===== config.mk =====
export PLATFORM = sky130hd
export DESIGN_NAME = registered_demultiplexer
export DESIGN_NICKNAME = d
export VERILOG_FILES = /design/src/rtl/registered_demultiplexer.sv
export SDC_FILE = /design/constraint.sdc
export NUM_CORES = 1
export LEC_CHECK = 0
export BUFFER_PORTS_ARGS = -buffer_cell sky130_fd_sc_hd__buf_2
export CELL_PAD_IN_SITES_DETAIL_PLACEMENT = 1
export CELL_PAD_IN_SITES_GLOBAL_PLACEMENT = 1
export CORE_AREA = 2 2 39 41
export CTS_BUF_LIST = sky130_fd_sc_hd__clkbuf_8
export DETAILED_ROUTE_END_ITERATION = 10
export DIE_AREA = 0 0 41 43
export GPL_TIMING_DRIVEN = 0
export PLACE_DENSITY = 0.56
export RECOVER_POWER = 50
export SYNTH_ARGS = -nofsm -noshare
export SYNTH_HDL_FRONTEND = slang
export SYNTH_SLANG_ARGS = --single-unit

===== constraint.sdc =====
create_clock -name clk -period 1.1 [get_ports clk]
set_clock_uncertainty 0.1 [all_clocks]
set_input_delay 0.055 -clock clk [delete_from_list [all_inputs] [get_ports clk]]
set_output_delay 0.055 -clock clk [all_outputs]
set_load 0.02 [all_outputs]

===== src/rtl/registered_demultiplexer.sv =====
// Registered demultiplexer: routes each accepted input word to one of
// N = 2**NUM_OF_CONTROL_SIGNALS output ports. Each port owns a single
// holding register (valid + data). A port can be drained and refilled in
// the same cycle, so a consumer that is always ready sees no bubbles.
module registered_demultiplexer #(
  parameter int NUM_OF_CONTROL_SIGNALS = 1,
  parameter int WIDTH                  = 1
) (
  input  logic                                   clk,
  input  logic                                   reset,
  input  logic [NUM_OF_CONTROL_SIGNALS-1:0]      control_signals,
  input  logic [WIDTH-1:0]                       in_data,
  input  logic                                   in_valid,
  output logic                                   in_ready,
  output logic [WIDTH-1:0]                       out_data [2**NUM_OF_CONTROL_SIGNALS-1:0],
  output logic [2**NUM_OF_CONTROL_SIGNALS-1:0]   out_valid,
  input  logic [2**NUM_OF_CONTROL_SIGNALS-1:0]   out_ready,
  output logic [NUM_OF_CONTROL_SIGNALS:0]        pending_count
);

  localparam int N = 2**NUM_OF_CONTROL_SIGNALS;

  logic [N-1:0]                    slot_valid;
  logic [N-1:0]                    slot_valid_next;
  logic [N-1:0]                    slot_load;
  logic [N-1:0]                    slot_drain;
  logic [WIDTH-1:0]                slot_data [N-1:0];
  logic [NUM_OF_CONTROL_SIGNALS:0] count_q;
  logic [NUM_OF_CONTROL_SIGNALS:0] count_next;
  logic                            accept;

  // The selected slot can take a word if it is empty or being emptied right now
  always_comb begin
    in_ready = ~slot_valid[control_signals] | out_ready[control_signals];
    accept   = in_valid & in_ready;
  end

  // Per-slot load/drain decisions and the occupancy each slot will have next cycle
  always_comb begin
    slot_load       = '0;
    slot_drain      = '0;
    slot_valid_next = '0;
    for (int i = 0; i < N; i++) begin
      slot_load[i]       = accept && (control_signals == NUM_OF_CONTROL_SIGNALS'(i));
      slot_drain[i]      = slot_valid[i] & out_ready[i];
      slot_valid_next[i] = slot_load[i] | (slot_valid[i] & ~slot_drain[i]);
    end
  end

  // Next pending count is the popcount of next occupancy, so the registered
  // count always tracks out_valid exactly, including multi-port drains
  always_comb begin
    count_next = '0;
    for (int i = 0; i < N; i++) begin
      count_next = count_next + {{NUM_OF_CONTROL_SIGNALS{1'b0}}, slot_valid_next[i]};
    end
  end

  // Holding registers and count; reset wins over any simultaneous fill or drain
  always_ff @(posedge clk) begin
    if (reset) begin
      slot_valid <= '0;
      count_q    <= '0;
      for (int i = 0; i < N; i++) begin
        slot_data[i] <= '0;
      end
    end else begin
      slot_valid <= slot_valid_next;
      count_q    <= count_next;
      for (int i = 0; i < N; i++) begin
        if (slot_load[i]) begin
          slot_data[i] <= in_data;
        end
      end
    end
  end

  assign out_valid     = slot_valid;
  assign out_data      = slot_data;
  assign pending_count = count_q;

endmodule


==> results of run 1 <==
-- worst max-delay path by stage --
| stage | from | slack (ns) | depth (start not counted) | to |
|---|---|---|---|---|
| 2_1_floorplan | out_valid[0]$_SDFF_PP0_ | 0.03 | 4 | pending_count[0]$_SDFF_PP0_ |
| 3_3_place_gp | out_valid[0]$_SDFF_PP0_ | 0.03 | 4 | pending_count[0]$_SDFF_PP0_ |
| 3_5_place_dp | out_valid[0]$_SDFF_PP0_ | 0.02 | 4 | pending_count[0]$_SDFF_PP0_ |
| 4_1_cts | out_valid[1]$_SDFF_PP0_ | 0.003 | 3 | in_ready |
| 5_1_grt | out_valid[0]$_SDFF_PP0_ | -0.03 | 4 | in_ready |
| 6_report | reset | 0.03 | 4 | out_data[1]$_SDFFE_PP0P_ |
-- metal layers --
| layer | routed length (um) | GRT usage (%) |
|---|---|---|
| met2 | 259 | 8.75 |
| met4 | 17 | 8.00 |
| met1 | 246 | 9.74 |
| met3 | 47 | 3.14 |
| met5 | 0 | 0 |
-- cell usage after synthesis (all sizes together) --
cell type  count
o31ai          1
nand2b         5
nor2b          4
ha             1
dfxtp          6
and2b          1
mux2i          1
o21ai          1
nand2          3
a21oi          3
nor2           1
-- area by class of cell --
type / instances / area, um2
fill: 169 / 951
multi-input combinational: 21 / 168
sequential: 6 / 123
timing repair buffer: 15 / 81.3
clock buffer: 3 / 41.3
tap: 16 / 20.0
-- worst max-delay path, delay by kind of cell --
family / cells / cell delay [ns]
simple gates: 1 / 0.17
compound gates: 1 / 0.20
buf+inv: 2 / 0.69
-- registers in the layout, summed over array words and instances, names as in the netlist --
name           cells
pending_count      2
out_data           2
out_valid          2
-- cell families after synthesis --
kind of cell | after synthesis | share of synthesized area (%)
simple gates | 14 | 37.3
flops | 6 | 44.2
compound gates | 5 | 10.1
mux | 1 | 3.69
fa+ha+maj | 1 | 4.61
-- stage by stage --
step / hold slack, ns / TNS [ns] / total power (uW)
2_1_floorplan: 0.0167 / 0 / 292
3_3_place_gp: 0.208 / 0 / 326
3_5_place_dp: 0.204 / 0 / 327
4_1_cts: 0.0307 / 0 / 680
5_1_grt: 0.0538 / -0.0324 / 699
6_report: 0.0381 / 0 / 667
-- power breakdown --
| part | switching [uW] | total [uW] | internal, uW |
|---|---|---|---|
| registers | 5.64 | 238 | 232 |
| clock network | 100 | 336 | 236 |
| logic | 49.5 | 93.5 | 44.0 |
-- what timing repair did --
item / in CTS / in global routing
buffers inserted: 0 / 1
pin swaps: 1 / 0
endpoints found under the setup margin: 1 / 3
gates cloned: 0 / 0
hold endpoints to repair: 4 / 0
resized for setup: 3 / 3
hold buffers: 1 / 0
==> results by group, run 1 <==
Worst hold path
  • Hold Path Class: primary input to register
  • WHS Path Cells: 3
  • Hold_sp: in_data
  • Hold Path Sink: out_data[1]$_SDFFE_PP0P_

Floorplan
  • FP Rows: 14
  • Core area: 1380 um2
  • Die X-Extent: 41 um
  • Die footprint: 1760 um2
  • Die height: 43 um
  • Starting Density: 19.6%
  • I/O pin total: 14

Setup path
  • Startpoint type of the worst setup path: primary input
  • Slowest-stage cell, CP: dlygate4sd3_1
  • Worst path max stage delay: 0.53 ns
  • Setup CP Type: primary input to register
  • Arr. time, crit path: 1.11 ns
  • Worst r2r src: out_valid[0]$_SDFF_PP0_
  • CP Capture Type: register
  • R2R depth: 4
  • R2R Setup Slk: 0.03 ns
  • Worst-path cell chain: dlygate4sd3_1 -> buf_2 -> nand2b_1 -> o31ai_1
  • Worst Path Required: 1.13 ns
  • Reg-to-reg endpoint: pending_count[0]$_SDFF_PP0_
  • Crit path max fanout: 7

GRT
  • Vias in the first global route: 210
  • Grt ovf: 0
  • Initial antenna violation count: 0
  • First-pass GRT wire length: 828 um
  • Tot GR Track Use: 7.65%
  • Largest net degree at the start of global routing: 8

Clocking
  • TritonCTS sink count: 6
  • Clock latency on the worst-skew pair: 0.22 ns
  • Number of CTS-inserted buffers: 3
  • Max Root-Sink Buffers: 2
  • Reg clk slew, reported paths: 0.04 ns
  • CTS tree: yes
  • CTS H-tree lvls: 1
  • CTS Root Cell: clkbuf_8

Routing
  • Drt pass-1 iters: 2
  • Wire per inst: 9.36 um
  • DRC violation count after routing: 0
  • Final wirelength: 571 um
  • Vias per cell: 3.97
  • Initial drt markers: 1
  • Routed Antenna Nets: 0
  • DR vias: 242

Cells and area
  • Layout cells sized above 1: 51.1%
  • Most common cell after layout, fill and taps aside: buf_2
  • N_diodes: 0
  • NumNets Final: 55
  • Non-Filler Instances: 61
  • Finished Cell Area: 433 um2
  • Fin util: 31.3%
  • Most frequent cells in the layout: buf_2, dfxtp_1, nand2b_1, clkbuf_8, clkbuf_1
  • Area growth, synth to finish: 59.4%

Place
  • GP Congestion: 0.613
  • Placed cell areas: 359 um2
  • Post-placement cell count: 56
  • IO buf count: 13
  • Pre-CTS WS: 0.0169 ns

Synthesis
  • Yosys cell types: 13
  • Yosys reg bits: 6
  • Post-Syn Area: 272 um2
  • Cells after Synth: 27
  • Syn nets: 35
  • Yosys top cell by area: dfxtp_1
  • Sequential share of the synthesized area: 44.2%
  • Top cells by area, synth: dfxtp_1, nand2b_4, nand2b_1
  • Synthesis warning total: 0
  • Syn avg cell area: 10.1 um2
  • Yosys top cell area share: 44.2%

Flow run
  • Max Cap Viol: 0

STA
  • Final hold vios: 0
  • Final WS setup: 0.0276 ns
  • Crit share post-route: 97.5%
  • Relative slew margins: 83.5%
  • Fin crit period: 1.07 ns
  • Final setup viols: 0
  • Fin. max-slew vios: 0
  • Fmax achieved: 932 MHz
  • Worst Tran Pin Value: 0.248 ns
  • RSZ-0062 raised after global routing: true

Power and ir drop
  • Leakage power: 0.000207 uW
  • P per Cell Area: 1540 nW/um2
  • Peak supply drop: 528 uV

Status
  • Status: finished, final reports clean
Note: power is estimated with default switching activity, not from simulation.
==> run 2: changes to the inputs <==
- REMOVE_ABC_BUFFERS: not set -> 1
==> run 2 against run 1 <==
Against the previous run:
- combinational power increased by 11%
- count of clock-buffer cells in the layout unchanged
- core utilization rose by 1.9 points
- via count up 5.0%
- design area up 6.1%
- routed wire length rose by 5.8%
- critical path depth is the same
- flip-flop and latch count unchanged
- first-iteration DRC count grew 100%
- critical endpoint is now in_ready
- register-to-register slack is essentially flat
- hold slack lost 0.017 ns
==> results by group, run 2 (synthesis results as in run 1) <==
STA
  • Fin. max-slew vios: 0
  • Relative slew margins: 83.6%
  • Worst Tran Pin Value: 0.247 ns
  • Setup TNS: 0 ns
  • Final hold vios: 0
  • Fin crit period: 1.07 ns
  • Crit share post-route: 97.1%
  • Final setup viols: 0
  • RSZ-0062 raised after global routing: true
  • Fmax achieved: 937 MHz
  • Final WS setup: 0.0323 ns

GRT
  • First-pass GRT wire length: 876 um
  • GR Layer Usage met1: 9.06%
  • Vias in the first global route: 225
  • Grt ovf: 0
  • Met2 Use GR: 9.69%
  • Largest net degree at the start of global routing: 8
  • Initial antenna violation count: 0
  • Global-route track usage on met3: 4.71%
  • Tot GR Track Use: 8.35%
  • GR peak layer: met4

Floorplan
  • Die height: 43 um
  • Starting Density: 19.6%
  • FP Rows: 14
  • Core area: 1380 um2
  • I/O pin total: 14
  • Die footprint: 1760 um2
  • Die X-Extent: 41 um

Clocking
  • CTS tree: yes
  • Reg clk slew, reported paths: 0.04 ns
  • CTS Root Cell: clkbuf_8
  • Clock latency on the worst-skew pair: 0.22 ns
  • Number of CTS-inserted buffers: 3
  • TritonCTS sink count: 6
  • Max Root-Sink Buffers: 2
  • CTS H-tree lvls: 1

Routing
  • Wire per inst: 9.74 um
  • Routed Antenna Nets: 0
  • DR vias: 254
  • Initial drt markers: 2
  • Final wirelength: 604 um
  • DRC violation count after routing: 0
  • Drt pass-1 iters: 2
  • Vias per cell: 4.10

Cells and area
  • NumNets Final: 56
  • Most frequent cells in the layout: buf_2, dfxtp_1
  • Layout cells sized above 1: 56.5%
  • Fin util: 33.2%
  • Most common cell after layout, fill and taps aside: buf_2
  • N_diodes: 0
  • Area growth, synth to finish: 69.1%

Setup path
  • Startpoint type of the worst setup path: register
  • Worst r2r src: out_valid[0]$_SDFF_PP0_
  • Critical Path Start: out_valid[0]$_SDFF_PP0_
  • Reg-to-reg endpoint: pending_count[0]$_SDFF_PP0_
  • Worst path max stage delay: 0.34 ns
  • Crit path capture: in_ready
  • Arr. time, crit path: 0.91 ns
  • CP Capture Type: output pin
  • Slowest-stage cell, CP: dfxtp_2
  • Setup CP Type: register to output pin
  • R2R Setup Slk: 0.03 ns
  • Crit path max fanout: 4
  • Worst-path cell chain: nand2b_4 -> nor2_2 -> a21oi_2 -> buf_4
  • Worst Path Required: 0.94 ns
  • R2R depth: 4

Place
  • Final HPWL DP: 425 um
  • Pre-CTS WS: 0.0216 ns
  • IO buf count: 13
  • GP Congestion: 0.607

Power and ir drop
  • P per Cell Area: 1470 nW/um2
  • Leakage power: 0.000223 uW
  • Total Power: 676 uW
  • Peak supply drop: 589 uV

Status
  • Status: finished, final reports clean

Worst hold path
  • Hold Path Class: primary input to register

Flow run
  • Max Cap Viol: 0
run 2: cell count changes in the layout (fill, tap and decap cells not counted):
cell | previous run | this run
buf_2 | 9 | 8
buf_4 | 2 | 3
buf_6 | 0 | 1
nand2b_1 | 3 | 2
nand2b_4 | 2 | 3
o21ai_0 | 1 | 0
o21ai_1 | 0 | 1
o31ai_1 | 1 | 0
o31ai_2 | 0 | 1
run 2: metrics by stage:
step / hold WS [ns] / std cells / instance area, um2
after floorplan: 0.0241 / 27 / 272
after global placement: 0.217 / 56 / 357
after detailed placement: 0.216 / 56 / 357
after CTS: 0.0317 / 60 / 420
after global routing: 0.0256 / 62 / 459
final: 0.0215 / 62 / 459
run 2: worst max-delay path: cells and delay by family (launching register included):
kind,cells,cell delay (ns)
buffers and inverters,1,0.15
flip-flops,1,0.34
AND/OR/NAND/NOR,2,0.16
AO/OA/AOI/OAI,1,0.04
run 2: report_power, final:
group	internal (uW)	switching, uW
Sequential	232	5.66
Clock	235	99.1
Combinational	50.6	53.0
Total	518	158
run 2: worst min-delay path by stage:
stage / from / to / slack, ns / depth (start not counted)
6_report: in_data / out_data[1]$_SDFFE_PP0P_ / 0.02 / 3
5_1_grt: in_data / out_data[1]$_SDFFE_PP0P_ / 0.03 / 3
4_1_cts: out_ready[0] / out_valid[0]$_SDFF_PP0_ / 0.03 / 3
3_5_place_dp: reset / out_valid[0]$_SDFF_PP0_ / 0.22 / 2
3_3_place_gp: reset / out_valid[0]$_SDFF_PP0_ / 0.22 / 2
2_1_floorplan: reset / out_valid[0]$_SDFF_PP0_ / 0.02 / 1
run 2: cell type report:
cell class / instances / area [um2]
well taps: 16 / 20.0
clock buffers: 3 / 41.3
flip-flops and latches: 6 / 123
fillers: 186 / 925
multi-input cells: 21 / 180
repair buffers: 16 / 95.1
run 2: repair_timing:
| item | 4_1_cts | 5_1_grt |
|---|---|---|
| cloned | 0 | 0 |
| resized for setup | 5 | 9 |
| buffers inserted | 0 | 2 |
| hold endpoints to repair | 4 | 0 |
| pin swaps | 1 | 1 |
| hold buffers | 1 | 0 |
| setup endpoints to repair | 1 | 3 |
run 2: layer usage:
layer  part of all wire, %  wire length (um)
met2                    46               280
met5                     0                 0
met4                   4.1                25
met1                    41               245
met3                   8.6                52
==> run 3: changes to the inputs <==
- CORE_AREA: 2 2 39 41 -> 8 8 45 47
- DIE_AREA: 0 0 41 43 -> 0 0 53 55
- SLEW_MARGIN: not set -> 20
==> run 3 against run 2 <==
Against the previous run:
- register-to-register slack is essentially flat
- first-iteration DRC count shrank 100%
- core utilization grew 1.7 points
- sequential share of layout area shrank 1.3 points
- count of clock-buffer cells in the layout is the same
- design area grew 5.2%
- non-clock buffer count grew 1
- global-route usage shrank 2.3 points
==> results by group, run 3 (synthesis results as in run 1) <==
Cells and area
  • Finished Cell Area: 483 um2
  • N_diodes: 0
  • Fill count: 172
  • Most frequent cells in the layout: buf_2, dfxtp_1
  • Layout cells sized above 1: 57.4%
  • Area growth, synth to finish: 77.9%
  • Most common cell after layout, fill and taps aside: buf_2
  • NumNets Final: 57

Routing
  • DR vias: 274
  • Drt pass-1 iters: 1
  • DRC violation count after routing: 0
  • Final wirelength: 752 um
  • Routed Antenna Nets: 0
  • Vias per cell: 4.35
  • Initial drt markers: 0
  • Wire per inst: 11.9 um

GRT
  • Tot GR Track Use: 6.01%
  • Vias in the first global route: 317
  • First-pass GRT wire length: 1220 um
  • GR Layer Usage met1: 5.02%
  • Grt ovf: 0
  • Met2 Use GR: 9.38%
  • GR peak layer: met2
  • Largest net degree at the start of global routing: 8
  • Global-route track usage on met3: 3.74%
  • Initial antenna violation count: 0

Status
  • Status: finished, final reports clean

Setup path
  • CP Capture Type: output pin
  • R2R depth: 4
  • Arr. time, crit path: 0.92 ns
  • Worst Path Required: 0.94 ns
  • Crit path max fanout: 3
  • Slowest-stage cell, CP: dfxtp_2
  • Startpoint type of the worst setup path: register
  • Worst r2r src: out_valid[0]$_SDFF_PP0_
  • Reg-to-reg endpoint: pending_count[0]$_SDFF_PP0_
  • Worst-path cell chain: nor2b_4 -> a21oi_2 -> buf_6
  • Worst path max stage delay: 0.32 ns
  • R2R Setup Slk: 0.04 ns
  • Setup CP Type: register to output pin

Floorplan
  • Die height: 55 um
  • I/O pin total: 14
  • Core area: 1380 um2
  • Starting Density: 19.6%
  • Die X-Extent: 53 um
  • FP Rows: 14
  • Die footprint: 2920 um2

STA
  • Relative slew margins: 83.1%
  • RSZ-0062 raised after global routing: true
  • Crit share post-route: 97.9%
  • Fin. max-slew vios: 0
  • Fin crit period: 1.08 ns
  • Hold slack final: 0.0396 ns
  • Final setup viols: 0
  • Setup TNS: 0 ns
  • Worst Tran Pin Value: 0.254 ns
  • Final hold vios: 0
  • Fmax achieved: 928 MHz

Power and ir drop
  • P per Cell Area: 1440 nW/um2
  • Peak supply drop: 558 uV
  • Leakage power: 0.000240 uW
  • Total Power: 694 uW

Clocking
  • CTS H-tree lvls: 1
  • Max Root-Sink Buffers: 2
  • Number of CTS-inserted buffers: 3
  • Clock latency on the worst-skew pair: 0.23 ns
  • Reg clk slew, reported paths: 0.04 ns
  • TritonCTS sink count: 6
  • CTS Root Cell: clkbuf_8
  • CTS tree: yes

Flow run
  • Max Cap Viol: 0

Place
  • Placed cell areas: 357 um2
  • IO buf count: 13
  • GP Congestion: 0.651

Worst hold path
  • WHS Path Cells: 3
  • Hold Path Sink: out_data[1]$_SDFFE_PP0P_
  • Hold_sp: in_data
  • Hold Path Class: primary input to register
-- run 3: layout make-up --
class / instances / area (um2) / share of cell area (%)
well taps: 16 / 20.0 / 4.15
clock buffers: 3 / 41.3 / 8.55
repair buffers: 17 / 109 / 22.5
multi-input cells: 21 / 190 / 39.4
flip-flops and latches: 6 / 123 / 25.4
-- run 3: worst max-delay path by stage --
| stage | depth (start not counted) | slack [ns] | end | start |
|---|---|---|---|---|
| detailed placement | 4 | 0.02 | pending_count[0]$_SDFF_PP0_ | out_valid[0]$_SDFF_PP0_ |
| floorplan | 4 | -0.04 | pending_count[0]$_SDFF_PP0_ | out_valid[0]$_SDFF_PP0_ |
| CTS | 3 | 0.01 | in_ready | out_valid[1]$_SDFF_PP0_ |
| finish | 3 | 0.02 | in_ready | out_valid[1]$_SDFF_PP0_ |
| global route | 3 | -0.02 | in_ready | out_valid[1]$_SDFF_PP0_ |
| global placement | 4 | 0.03 | pending_count[0]$_SDFF_PP0_ | out_valid[0]$_SDFF_PP0_ |
-- run 3: repair_timing --
item                                    CTS  global route
buffers inserted                          0             3
pin swaps                                 1             1
endpoints found under the setup margin    1             3
gates resized for setup                   7            10
hold buffers                              1             0
endpoints found under the hold margin     4             0
-- run 3: worst max-delay path, delay by kind of cell, from the launching register on --
| family | cells | cell delay (ns) |
|---|---|---|
| AND/OR/NAND/NOR | 1 | 0.13 |
| AO/OA/AOI/OAI | 1 | 0.12 |
| flip-flops | 1 | 0.32 |
| buffers and inverters | 1 | 0.13 |
-- run 3: metrics by stage --
stage	util [%]	cells	worst slack (ns)
floorplan	-	27	-0.0444
global placement	25.8	56	0.0259
detailed placement	25.8	56	0.0184
CTS	30.8	60	0.0142
global route	34.9	63	-0.0199
finish	34.9	63	0.0229
-- run 3: power by group --
group / internal (uW) / total [uW] / switching, uW
clock network: 236 / 344 / 108
registers: 232 / 238 / 5.78
logic: 54.5 / 112 / 57.4
total: 523 / 694 / 171
-- run 3: layer usage --
| layer | part of all wire [%] | vias to the layer above |
|---|---|---|
| li1 | - | 130 |
| met1 | 40 | 129 |
| met2 | 47 | 12 |
| met3 | 8.8 | 3 |
| met4 | 3.6 | 0 |
| met5 | 0 | - |
